**config.mk**
```make
export PLATFORM = sky130hd
export DESIGN_NAME = de2_115_qsys_cpu_oci_dct_packer
export DESIGN_NICKNAME = d
export VERILOG_FILES = /design/src/rtl/de2_115_qsys_cpu_oci_dct_pkg.sv /design/src/rtl/de2_115_qsys_cpu_oci_dct_out_reg.sv /design/src/rtl/de2_115_qsys_cpu_oci_dct_packer.sv
export SDC_FILE = /design/constraint.sdc
export NUM_CORES = 1
export LEC_CHECK = 0
export CORE_ASPECT_RATIO = 0.8
export CORE_UTILIZATION = 60
export CTS_BUF_LIST = sky130_fd_sc_hd__clkbuf_4 sky130_fd_sc_hd__clkbuf_8 sky130_fd_sc_hd__clkbuf_16
export DETAILED_ROUTE_END_ITERATION = 10
export DONT_BUFFER_PORTS = 1
export GPL_ROUTABILITY_DRIVEN = 0
export MAX_ROUTING_LAYER = met4
export PLACE_DENSITY = 0.76
export SYNTH_ARGS = -nofsm -noshare
export SYNTH_HDL_FRONTEND = slang
export SYNTH_SLANG_ARGS = --single-unit
```
**constraint.sdc**
```tcl
create_clock -name clk -period 2.8 [get_ports clk]
set_input_delay 0.56 -clock clk [delete_from_list [all_inputs] [get_ports clk]]
set_output_delay 0.56 -clock clk [all_outputs]
set_load 0.05 [all_outputs]
```
**src/rtl/de2_115_qsys_cpu_oci_dct_pkg.sv**
```systemverilog
// Shared definitions for the OCI data-capture-trace (DCT) packer.
//   SYM_W    : width of one trace symbol
//   DCT_SYMS : symbols per packed frame
//   DCT_W    : packed frame width (SYM_W * DCT_SYMS)
//   CNT_W    : width of the per-frame symbol count
//   dct_state_e : packer FSM states
package de2_115_qsys_cpu_oci_dct_pkg;

    localparam int SYM_W    = 2;
    localparam int DCT_SYMS = 15;
    localparam int DCT_W    = SYM_W * DCT_SYMS;
    localparam int CNT_W    = 4;

    typedef enum logic [1:0] {
        RUN   = 2'd0,
        DRAIN = 2'd1,
        ENDED = 2'd2
    } dct_state_e;

endpackage

```
**src/rtl/de2_115_qsys_cpu_oci_dct_out_reg.sv**
```systemverilog
// Valid/ready holding register for one packed DCT frame (buffer + count).
// Ports:
//   clk, rst_n          : clock, asynchronous active-low reset
//   load                : capture load_buf/load_cnt and raise out_valid;
//                         the caller only loads while free is high
//   load_buf, load_cnt  : frame to capture
//   out_ready           : consumer accepts the presented frame
//   out_valid           : a frame is presented
//   out_buf, out_cnt    : presented frame, stable while out_valid && !out_ready
//   free                : register can take a new frame this cycle
//                         (empty, or its frame is being accepted now)
module de2_115_qsys_cpu_oci_dct_out_reg
    import de2_115_qsys_cpu_oci_dct_pkg::*;
#(
    parameter int BUF_W    = DCT_W,
    parameter int CNT_BITS = CNT_W
) (
    input  logic                clk,
    input  logic                rst_n,
    input  logic                load,
    input  logic [BUF_W-1:0]    load_buf,
    input  logic [CNT_BITS-1:0] load_cnt,
    input  logic                out_ready,
    output logic                out_valid,
    output logic [BUF_W-1:0]    out_buf,
    output logic [CNT_BITS-1:0] out_cnt,
    output logic                free
);

    assign free = !out_valid || out_ready;

    always_ff @(posedge clk or negedge rst_n) begin
        if (!rst_n) begin
            out_valid <= 1'b0;
            out_buf   <= '0;
            out_cnt   <= '0;
        end else if (load) begin
            // A load in the same cycle as an accept replaces the frame
            // without a bubble.
            out_valid <= 1'b1;
            out_buf   <= load_buf;
            out_cnt   <= load_cnt;
        end else if (out_ready) begin
            out_valid <= 1'b0;
        end
    end

endmodule

```
**src/rtl/de2_115_qsys_cpu_oci_dct_packer.sv**
```systemverilog
// Producer end of the OCI DCT path: packs 2-bit trace symbols LSB-first
// into 30-bit frames of up to 15 symbols and hands them to the consumer.
// An end-of-test request drains residual data and then ends the test.
//
// Handshakes: a transfer happens on a rising clk edge where valid and
// ready are both high. Symbol side: sym_valid/sym_ready, the producer
// holds sym_data while sym_valid is high and sym_ready is low. Frame
// side: dct_valid/dct_ready, dct_buffer/dct_count are held stable while
// dct_valid is high and dct_ready is low; dct_valid never depends on
// dct_ready.
//
// Ports:
//   clk, reset_n        : clock, asynchronous active-low reset
//   sym_valid, sym_data : symbol offered by the capture logic
//   sym_ready           : symbol accepted when high with sym_valid
//   flush               : pulse, emit the partial frame
//   end_req             : pulse, drain then end the test
//   dct_valid, dct_ready: frame handshake
//   dct_buffer          : packed frame, unused high bits are 0
//   dct_count           : valid symbols in the frame (1..15)
//   test_ending         : one-cycle pulse when the drain completes
//   test_has_ended      : sticky end flag
module de2_115_qsys_cpu_oci_dct_packer #(
    parameter int SYM_W    = de2_115_qsys_cpu_oci_dct_pkg::SYM_W,
    parameter int DCT_SYMS = de2_115_qsys_cpu_oci_dct_pkg::DCT_SYMS,
    parameter int DCT_W    = de2_115_qsys_cpu_oci_dct_pkg::DCT_W
) (
    input  logic                                          clk,
    input  logic                                          reset_n,
    input  logic                                          sym_valid,
    input  logic [SYM_W-1:0]                              sym_data,
    output logic                                          sym_ready,
    input  logic                                          flush,
    input  logic                                          end_req,
    output logic                                          dct_valid,
    input  logic                                          dct_ready,
    output logic [DCT_W-1:0]                              dct_buffer,
    output logic [de2_115_qsys_cpu_oci_dct_pkg::CNT_W-1:0] dct_count,
    output logic                                          test_ending,
    output logic                                          test_has_ended
);

    import de2_115_qsys_cpu_oci_dct_pkg::*;

    localparam logic [CNT_W-1:0] FULL_CNT = CNT_W'(DCT_SYMS);
    localparam logic [CNT_W-1:0] ONE_CNT  = CNT_W'(1);

    dct_state_e       state;
    dct_state_e       state_nxt;
    logic [DCT_W-1:0] acc;
    logic [DCT_W-1:0] acc_ins;
    logic [CNT_W-1:0] acc_cnt;
    logic             flush_pend;
    logic             flush_pend_nxt;
    logic             out_free;
    logic             acc_full;
    logic             acc_empty;
    logic             sym_accept;
    logic             transfer;

    assign acc_full   = (acc_cnt == FULL_CNT);
    assign acc_empty  = (acc_cnt == '0);

    // Gated by reset_n so every output reads 0 while reset is held.
    assign sym_ready  = reset_n && (state == RUN) && (!acc_full || out_free);
    assign sym_accept = sym_valid && sym_ready;

    assign transfer = out_free &&
                      (acc_full || (!acc_empty && (flush_pend || state == DRAIN)));

    assign test_has_ended = (state == ENDED);

    // Accumulator with the incoming symbol written into the next free slot.
    always_comb begin
        acc_ins = acc;
        for (int i = 0; i < DCT_SYMS; i++) begin
            if (acc_cnt == CNT_W'(i)) begin
                acc_ins[i*SYM_W +: SYM_W] = sym_data;
            end
        end
    end

    // Flush request survives until it produces a frame; a request that
    // finds the accumulator empty is dropped so no empty frame is emitted.
    always_comb begin
        flush_pend_nxt = flush_pend;
        if (transfer || acc_empty) begin
            flush_pend_nxt = 1'b0;
        end
        if (flush && state == RUN) begin
            flush_pend_nxt = 1'b1;
        end
    end

    always_comb begin
        state_nxt   = state;
        test_ending = 1'b0;
        case (state)
            RUN: begin
                if (end_req) begin
                    state_nxt = DRAIN;
                end
            end
            DRAIN: begin
                if (acc_empty && !dct_valid) begin
                    state_nxt   = ENDED;
                    test_ending = 1'b1;
                end
            end
            ENDED: begin
                state_nxt = ENDED;
            end
            default: begin
                state_nxt = RUN;
            end
        endcase
    end

    always_ff @(posedge clk or negedge reset_n) begin
        if (!reset_n) begin
            state      <= RUN;
            flush_pend <= 1'b0;
        end else begin
            state      <= state_nxt;
            flush_pend <= flush_pend_nxt;
        end
    end

    always_ff @(posedge clk or negedge reset_n) begin
        if (!reset_n) begin
            acc     <= '0;
            acc_cnt <= '0;
        end else if (transfer) begin
            // A symbol arriving with the transfer starts the next frame.
            if (sym_accept) begin
                acc     <= DCT_W'(sym_data);
                acc_cnt <= ONE_CNT;
            end else begin
                acc     <= '0;
                acc_cnt <= '0;
            end
        end else if (sym_accept) begin
            acc     <= acc_ins;
            acc_cnt <= acc_cnt + ONE_CNT;
        end
    end

    de2_115_qsys_cpu_oci_dct_out_reg #(
        .BUF_W    (DCT_W),
        .CNT_BITS (CNT_W)
    ) u_out_reg (
        .clk       (clk),
        .rst_n     (reset_n),
        .load      (transfer),
        .load_buf  (acc),
        .load_cnt  (acc_cnt),
        .out_ready (dct_ready),
        .out_valid (dct_valid),
        .out_buf   (dct_buffer),
        .out_cnt   (dct_count),
        .free      (out_free)
    );

endmodule

```
==> impl_metrics.yaml, run 1 <==
cts:
  clkSinkCount: 72
  cts_tree: "done"
  h-tree-depth: 3
  clk_path_buf_depth: 2
  holdBufCountCts: 1
  cts_setup_buffers: 0
  clkSlewWorstSetupHoldPaths_ns: 0.07
  insertion_delay_ns: 0.34
  cts-root-buf: "clkbuf_8"
  numCtsBuffers: 9
  ctsResizeCount: 0
cells_and_area:
  syn2layout_area_growth_pct: 8.04
  fin_cells: 337
  nets: 286
  layout-drive-gt1-share_pct: 21.5
  fill_cells: 373
  n_antenna_cell: 0
sta:
  drv_slew: 0
  setup_viol: 0
  setup_tns_ns: 0
  max-slew-margin-rel_pct: 66.9
  rsz0062_at_grt: "no"
  hold_ws_ns: 0.106
  max_freq_ghz: 0.412
  finalWorstPathRequiredPeriod_ns: 2.42
  hold_viol: 0
  fin_crit_sh_pct: 86.6
  fin_skew_ns: 0.00821
  worst_pin_slew_ns: 0.497
route:
  ant_nets: 0
  first_pass_iters: 4
  drtIter0Drc: 159
  drt_wl_total_mm: 5.67
  routedWlPerCell_um: 16.8
  drc: 0
  viasPerCell: 5.95
  num_vias: 2006
synth:
  syn_area_per_cell_um2: 11.9
  ys_seq_area_share_pct: 56.4
  synth.area.mux_share_pct: 18.0
  synth_area_leaders: "dfrtp_1, mux2_2, mux2_4"
  syn_inst: 269
  synthSimpleGateAreaFrac_pct: 10.4
  synth_ff_type: "dfrtp_1"
  synthesis.nets: 285
  synth_top_area_share_pct: 56.4
  yosysTopAreaCell: "dfrtp_1"
  yosys_register_bits: 72
  synth_compound_area_share_pct: 8.58
  synth-async-reset-ratio_pct: 100
  synthAdderAreaFrac_pct: 3.14
  synth_area_um2: 3190
  synth-edff-count: 0
  synth-xor-area-share_pct: 0.274
  synthDistinctLibCells: 34
  yosys_warnings: 0
  synth_top_family_by_area: "multiplexers"
job:
  maxCapViolCount: 0
global_route:
  grt_pass1_vias: 1955
  grt_pass1_wl_mm: 9.57
  grt_overflow: 0
  grt.total_usage_pct: 23.2
  grt_max_degree: 73
  antenna_found_initial: 0
worst_setup_path:
  cp_max_fo: 6
  crit_arrival_ns: 1.86
  worstPathRequired_ns: 2.24
  critPathLaunchType: "register"
  cp-end-kind: "primary output"
  critPathKind: "reg -> out"
  ff2ff_path_depth: 7
  rrSetupSlack_ns: 0.75
place:
  placedCellCount: 320
  port_buffers: 0
  dp_hpwl_mm: 3.59
outcome:
  outcome: "completed"
floorplan:
  die_y_um: 67.2
  num_rows: 23
  initial_core_util_pct: 63.0
  pin_count: 46
  die-area_um2: 5620
  die_w_um: 83.5
  core_area_um2: 5060
pwr:
  power_leakage_nw: 1.65
  p_per_area_nw_per_um2: 1020
  peakVddDrop_uv: 731
worst_hold_path:
  hold_path_class: "in -> async"
## cell usage in the layout (no fill, tap or decap), types with 2 or more instances in the layout
cell type and n:
mux2_2 26, mux2_4 10, clkbuf_8 9, nor2_1 24, o21ai_0 17, clkinv_2 3, o2bb2ai_1 2, inv_1 7
nand3_1 5, clkbuf_4 3, o21a_1 2, nand2b_1 5, nand4_1 4, dfrtp_1 72, a21oi_1 17, ha_1 8
mux2i_1 13, nand2_1 24, nor3_1 5
## routing by layer
layer | wire length (um) | share of wire, % | vias up | GRT usage [%]
met3 | 305 | 5.4 | 7 | 7.21
met2 | 2640 | 46 | 60 | 35.0
li1 | - | - | 933 | -
met1 | 2660 | 47 | 1006 | 29.6
met5 | 0 | 0 | - | -
met4 | 65 | 1.1 | 0 | 9.96
## Yosys cell counts, drive strengths merged (7+ instances only)
master  number
dfrtp       72
mux2        36
nor2        25
nand2       24
a21oi       18
o21ai       18
mux2i       13
buf          9
ha           8
inv          7
## sequential cells by signal, indices dropped and copies added, names as in the netlist
name / flops
acc: 30
acc_cnt: 4
flush_pend: 1
state: 2
u_out_reg.out_buf: 30
u_out_reg.out_cnt: 4
u_out_reg.out_valid: 1
## through the flow
step                      total power, mW  setup WS [ns]  cell area, um2  utilization (%)
final                                3.52          0.375            3450             68.1
after global routing                 3.71          0.283            3450             68.1
after CTS                            3.55          0.352            3450             68.1
after detailed placement             2.73          0.766            3230             63.8
after global placement               2.70          0.800            3230             63.8
after floorplan                      2.56          0.602            3190                -
## where the power goes
| group | switching (mW) | internal [mW] |
|---|---|---|
| logic | 0.502 | 0.408 |
| clock network | 0.357 | 0.437 |
| registers | 0.555 | 1.26 |
## cell families after synthesis
family                   Yosys count
buffers and inverters             20
AND/OR/NAND/NOR                   73
multiplexers                      49
XOR/XNOR                           1
adder cells (fa/ha/maj)            8
AO/OA/AOI/OAI                     46
flip-flops                        72
## critical path, stage by stage, from the launching register on
cell	delay, ns
dfrtp_1	0.45
inv_1	0.11
ha_1	0.20
nor3b_2	0.30
nand2b_1	0.15
nor2_1	0.12
buf_4	0.20
## area by class of cell
type	instances	area, um2	share of cell area (%)
repair buffers	3	55.1	1.60
flip-flops and latches	72	1800	52.2
well taps	62	77.6	2.25
multi-input cells	177	1300	37.6
inverters	7	26.3	0.762
clock buffers	12	146	4.25
clock inverters	4	45.0	1.31
## final timing paths
path                       startpoint                    end
max                        acc_cnt[0]            test_ending
min                           reset_n                 acc[9]
max reg2reg                acc_cnt[0]  u_out_reg.out_buf[18]
min reg2reg                   acc[20]  u_out_reg.out_buf[20]
max in group asynchronous     reset_n   u_out_reg.out_cnt[0]
min in group clk                flush             flush_pend
No activity file was read; power rests on OpenSTA's default activity.
==> inputs of run 2 (changes only) <==
Settings changed: CORE_MARGIN from default to 3, HOLD_SLACK_MARGIN from default to 0.06.
==> run 2 against run 1 <==
  * Setup slack better by 0.089 ns
  * Global-route usage is 2.5 points lower
  * Register-to-register slack gained 0.06 ns
  * Sequential power about the same
  * Routed wire length up 2.7%
  * Critical endpoint unchanged
  * Largest cell class unchanged
  * Largest power group unchanged
==> impl_metrics.yaml, run 2 (synthesis gave the netlist of run 1 again) <==
worst_setup_path:
  rrSetupSlack_ns: 0.81
  slowest_delay_ns: 0.44
  path_buf_inv: 2
  cp-end-kind: "primary output"
  crit_arrival_ns: 1.78
  r2r_start: "state[1]"
  crit_chain: "inv_1 -> ha_1 -> nor3b_2 -> nand2b_1 -> nor2_1 -> buf_4"
  slowest_stage: "dfrtp_1"
  critPathLaunchType: "register"
  ff2ff_path_depth: 6
  critPathKind: "reg -> out"
  worstPathRequired_ns: 2.24
  cp_max_fo: 6
  cpLargestDelayFamily: "simple AND/OR/NAND/NOR gates"
  reg2reg_to: "acc[24]"
sta:
  finalWorstPathRequiredPeriod_ns: 2.34
  setup_viol: 0
  fin_skew_ns: 0.00561
  setup_tns_ns: 0
  drv_slew: 0
  max-slew-margin-rel_pct: 64.7
  fin_crit_sh_pct: 83.4
  rsz0062_at_grt: "no"
  max_freq_ghz: 0.428
  worst_pin_slew_ns: 0.530
  layout_setup_ws_ns: 0.464
  hold_viol: 0
  hold_ws_ns: 0.0954
cts:
  cts_tree: "done"
  clkSinkCount: 72
  numCtsBuffers: 9
  clk_path_buf_depth: 2
  cts-root-buf: "clkbuf_8"
  cts_setup_buffers: 0
  ctsResizeCount: 0
  h-tree-depth: 3
  insertion_delay_ns: 0.34
  clkSlewWorstSetupHoldPaths_ns: 0.07
cells_and_area:
  n_antenna_cell: 0
  layout_common_cells: "dfrtp_1, mux2_2, nor2_1, nand2_1"
  seq_area_um2: 1800
  top_regs: "acc: 30 flops, u_out_reg.out_buf: 30 flops"
  nets: 287
  layout-drive-gt1-share_pct: 21.5
  fill_cells: 377
  syn2layout_area_growth_pct: 7.33
  multi_input_area_um2: 1300
  final_common_cell: "dfrtp_1"
global_route:
  grt.total_usage_pct: 20.7
  grt_pass1_vias: 1961
  grt_overflow: 0
  grt_max_degree: 73
  grt_pass1_wl_mm: 9.52
  antenna_found_initial: 0
route:
  ant_nets: 0
  dr_wl_met2_mm: 2.63
  dr.max_layer_used: "met4"
  drc: 0
  drtIter0Drc: 140
  viasPerCell: 5.94
  route.met3.wl_um: 466
  first_pass_iters: 4
  routedWlPerCell_um: 17.3
  drt_wl_total_mm: 5.82
  met1_length_mm: 2.68
  num_vias: 2001
floorplan:
  die_y_um: 71.2
  core_area_um2: 5060
  die-area_um2: 6240
  num_rows: 23
  die_w_um: 87.5
  initial_core_util_pct: 63.0
  pin_count: 46
outcome:
  outcome: "completed"
place:
  dp_hpwl_mm: 3.80
  port_buffers: 0
  pre_cts_slack_ns: 0.831
pwr:
  peakVddDrop_uv: 669
  power_leakage_nw: 1.64
  p_per_area_nw_per_um2: 1010
job:
  maxCapViolCount: 0
worst_hold_path:
  hold_path_class: "in -> async"
run 2: cell count changes in the layout (fill, tap and decap cells not counted):
cell,before,now
clkinvlp_4,0,1
clkbuf_4,3,2
buf_4,1,2
bufinv_16,1,0
run 2: worst max path at each step:
stage                        endpoint  cells past startpoint       start  slack, ns
final                     test_ending                      6  acc_cnt[1]       0.46
after detailed placement      acc[28]                      6    state[0]       0.83
after CTS                 test_ending                      6  acc_cnt[1]       0.45
after global routing      test_ending                      6  acc_cnt[0]       0.24
after floorplan           test_ending                      5  acc_cnt[0]       0.60
after global placement    test_ending                      6  acc_cnt[0]       0.88
run 2: power breakdown:
| group | internal [mW] | switching (mW) | total [mW] |
|---|---|---|---|
| sequential | 1.26 | 0.560 | 1.82 |
| clock | 0.332 | 0.357 | 0.689 |
| combinational | 0.416 | 0.515 | 0.932 |
run 2: layer usage:
layer | global-route usage (%) | vias up
met5 | - | -
met4 | 6.81 | 0
met3 | 10.3 | 4
met2 | 27.8 | 71
met1 | 27.5 | 993
li1 | - | 933
run 2: layout make-up:
class	count	share of cell area, %
Sequential cell	72	52.6
Multi-Input combinational cell	177	37.8
Clock buffer	11	4.05
Tap cell	62	2.26
Timing Repair Buffer	4	1.83
Inverter	7	0.767
Clock inverter	4	0.657
run 2: repair_timing:
item	in CTS	in global routing
endpoints found under the setup margin	0	0
hold buffers	1	0
hold endpoints to repair	72	0
run 2: through the flow:
step | utilization (%) | instances | instance area, um2 | power (mW)
CTS | 67.6 | 337 | 3430 | 3.47
global route | 67.6 | 337 | 3430 | 3.64
detailed placement | 63.9 | 321 | 3240 | 2.76
global placement | 63.9 | 321 | 3240 | 2.71
floorplan | - | 269 | 3190 | 2.56
finish | 67.6 | 337 | 3430 | 3.44
==> inputs of run 3 (changes only) <==
Clock period 2.8 ns to 2.2 ns, I/O delays scaled along.
==> run 3 against run 2 <==
  * Highest routed layer unchanged
  * Critical endpoint unchanged
  * Routed wire length decreased by 1.5%
  * Global-route usage increased by 0.097 points
  * Non-clock buffer count increased by 11
==> impl_metrics.yaml, run 3 (synthesis gave the netlist of run 1 again) <==
cells_and_area:
  final_common_cell: "dfrtp_1"
  nets: 298
  fin_cells: 349
  layout-drive-gt1-share_pct: 26.1
  n_antenna_cell: 0
  fin_util_pct: 71.0
  layout_common_cells: "dfrtp_1, mux2_2, nand2_1"
  final_cell_area_um2: 3600
  top_regs: "acc: 30 flops, u_out_reg.out_buf: 30 flops"
  syn2layout_area_growth_pct: 12.7
sta:
  hold_ws_ns: 0.224
  fin_crit_sh_pct: 94.8
  finalWorstPathRequiredPeriod_ns: 2.08
  hold_viol: 0
  fin_skew_ns: 0.00523
  drv_slew: 0
  worst_pin_slew_ns: 0.495
  max_freq_ghz: 0.480
  max-slew-margin-rel_pct: 66.7
  setup_tns_ns: 0
  layout_setup_ws_ns: 0.115
  setup_viol: 0
cts:
  clkSlewWorstSetupHoldPaths_ns: 0.07
  clk_path_buf_depth: 2
  insertion_delay_ns: 0.34
  clkSinkCount: 72
  numCtsBuffers: 9
  cts-root-buf: "clkbuf_8"
  cts_tree: "done"
  h-tree-depth: 3
route:
  first_pass_iters: 4
  viasPerCell: 5.74
  ant_nets: 0
  drtIter0Drc: 158
  routedWlPerCell_um: 16.4
  drc: 0
  num_vias: 2002
  drt_wl_total_mm: 5.73
worst_setup_path:
  slowest_delay_ns: 0.43
  critPathLaunchType: "register"
  crit_chain: "inv_1 -> ha_4 -> nor3b_4 -> nand2b_1 -> nor2_2 -> buf_6"
  cp_max_fo: 4
  crit_arrival_ns: 1.64
  ff2ff_path_depth: 7
  worstPathRequired_ns: 1.76
  slowest_stage: "dfrtp_2"
  cp-end-kind: "primary output"
  startpoint: "acc_cnt[0]"
  critPathKind: "reg -> out"
  r2r_start: "state[1]"
pwr:
  p_per_area_nw_per_um2: 1320
  peakVddDrop_uv: 855
  power_leakage_nw: 1.72
  p_total_mw: 4.75
global_route:
  antenna_found_initial: 0
  grt_overflow: 0
  grt_max_degree: 73
  grt_pass1_wl_mm: 9.72
  grt_pass1_vias: 1980
  grt.total_usage_pct: 20.8
floorplan:
  num_rows: 23
  die-area_um2: 6240
  core_area_um2: 5060
  pin_count: 46
  initial_core_util_pct: 63.0
  die_w_um: 87.5
  die_y_um: 71.2
place:
  pre_cts_slack_ns: 0.263
  placedCellCount: 328
  post_dp_cell_area_um2: 3290
  dp_hpwl_mm: 3.73
  port_buffers: 0
job:
  maxCapViolCount: 0
outcome:
  outcome: "completed"
worst_hold_path:
  min-delay-start: "sym_data[1]"
  hold_path_class: "in -> reg"
  whs_path_depth: 2
-- run 3: repair_timing --
| action | 4_1_cts | 5_1_grt |
|---|---|---|
| buffers inserted | 0 | 3 |
| hold buffers | 2 | 0 |
| resized for setup | 0 | 8 |
| setup endpoints to repair | 0 | 1 |
| hold endpoints to repair | 72 | 0 |
-- run 3: cell type report --
type,instances,area (um2)
clock inverter,2,35.0
fill,363,1470
inverter,7,26.3
tap,62,77.6
sequential,72,1800
timing repair buffer,15,151
multi-input combinational,177,1320
clock buffer,14,186
-- run 3: final timing paths --
| check | end | slack (ns) |
|---|---|---|
| max | test_ending | 0.12 |
| min | acc[23] | 0.22 |
| max reg2reg | u_out_reg.out_buf[25] | 0.26 |
| min reg2reg | u_out_reg.out_buf[20] | 0.50 |
| max in group asynchronous | acc_cnt[1] | 1.26 |
| min in group asynchronous | flush_pend | 0.67 |
-- run 3: worst max-delay path: cells and delay by family, from the launching register on --
family	cells	cell delay (ns)
fa+ha+maj	1	0.16
buf+inv	2	0.28
flops	1	0.43
simple gates	3	0.44
-- run 3: report_power, final --
| group | internal [mW] | switching [mW] | total (mW) |
|---|---|---|---|
| Sequential | 1.61 | 0.672 | 2.28 |
| Clock | 0.659 | 0.454 | 1.11 |
| Combinational | 0.634 | 0.722 | 1.36 |
-- run 3: metal layers --
metal  vias up  GRT usage (%)  share of wire [%]
met4         0           4.60               0.68
met5         -              -                  0
li1        955              -                  -
met3         6           9.08                6.7
met2        54           28.6                 44
met1       987           28.9                 48
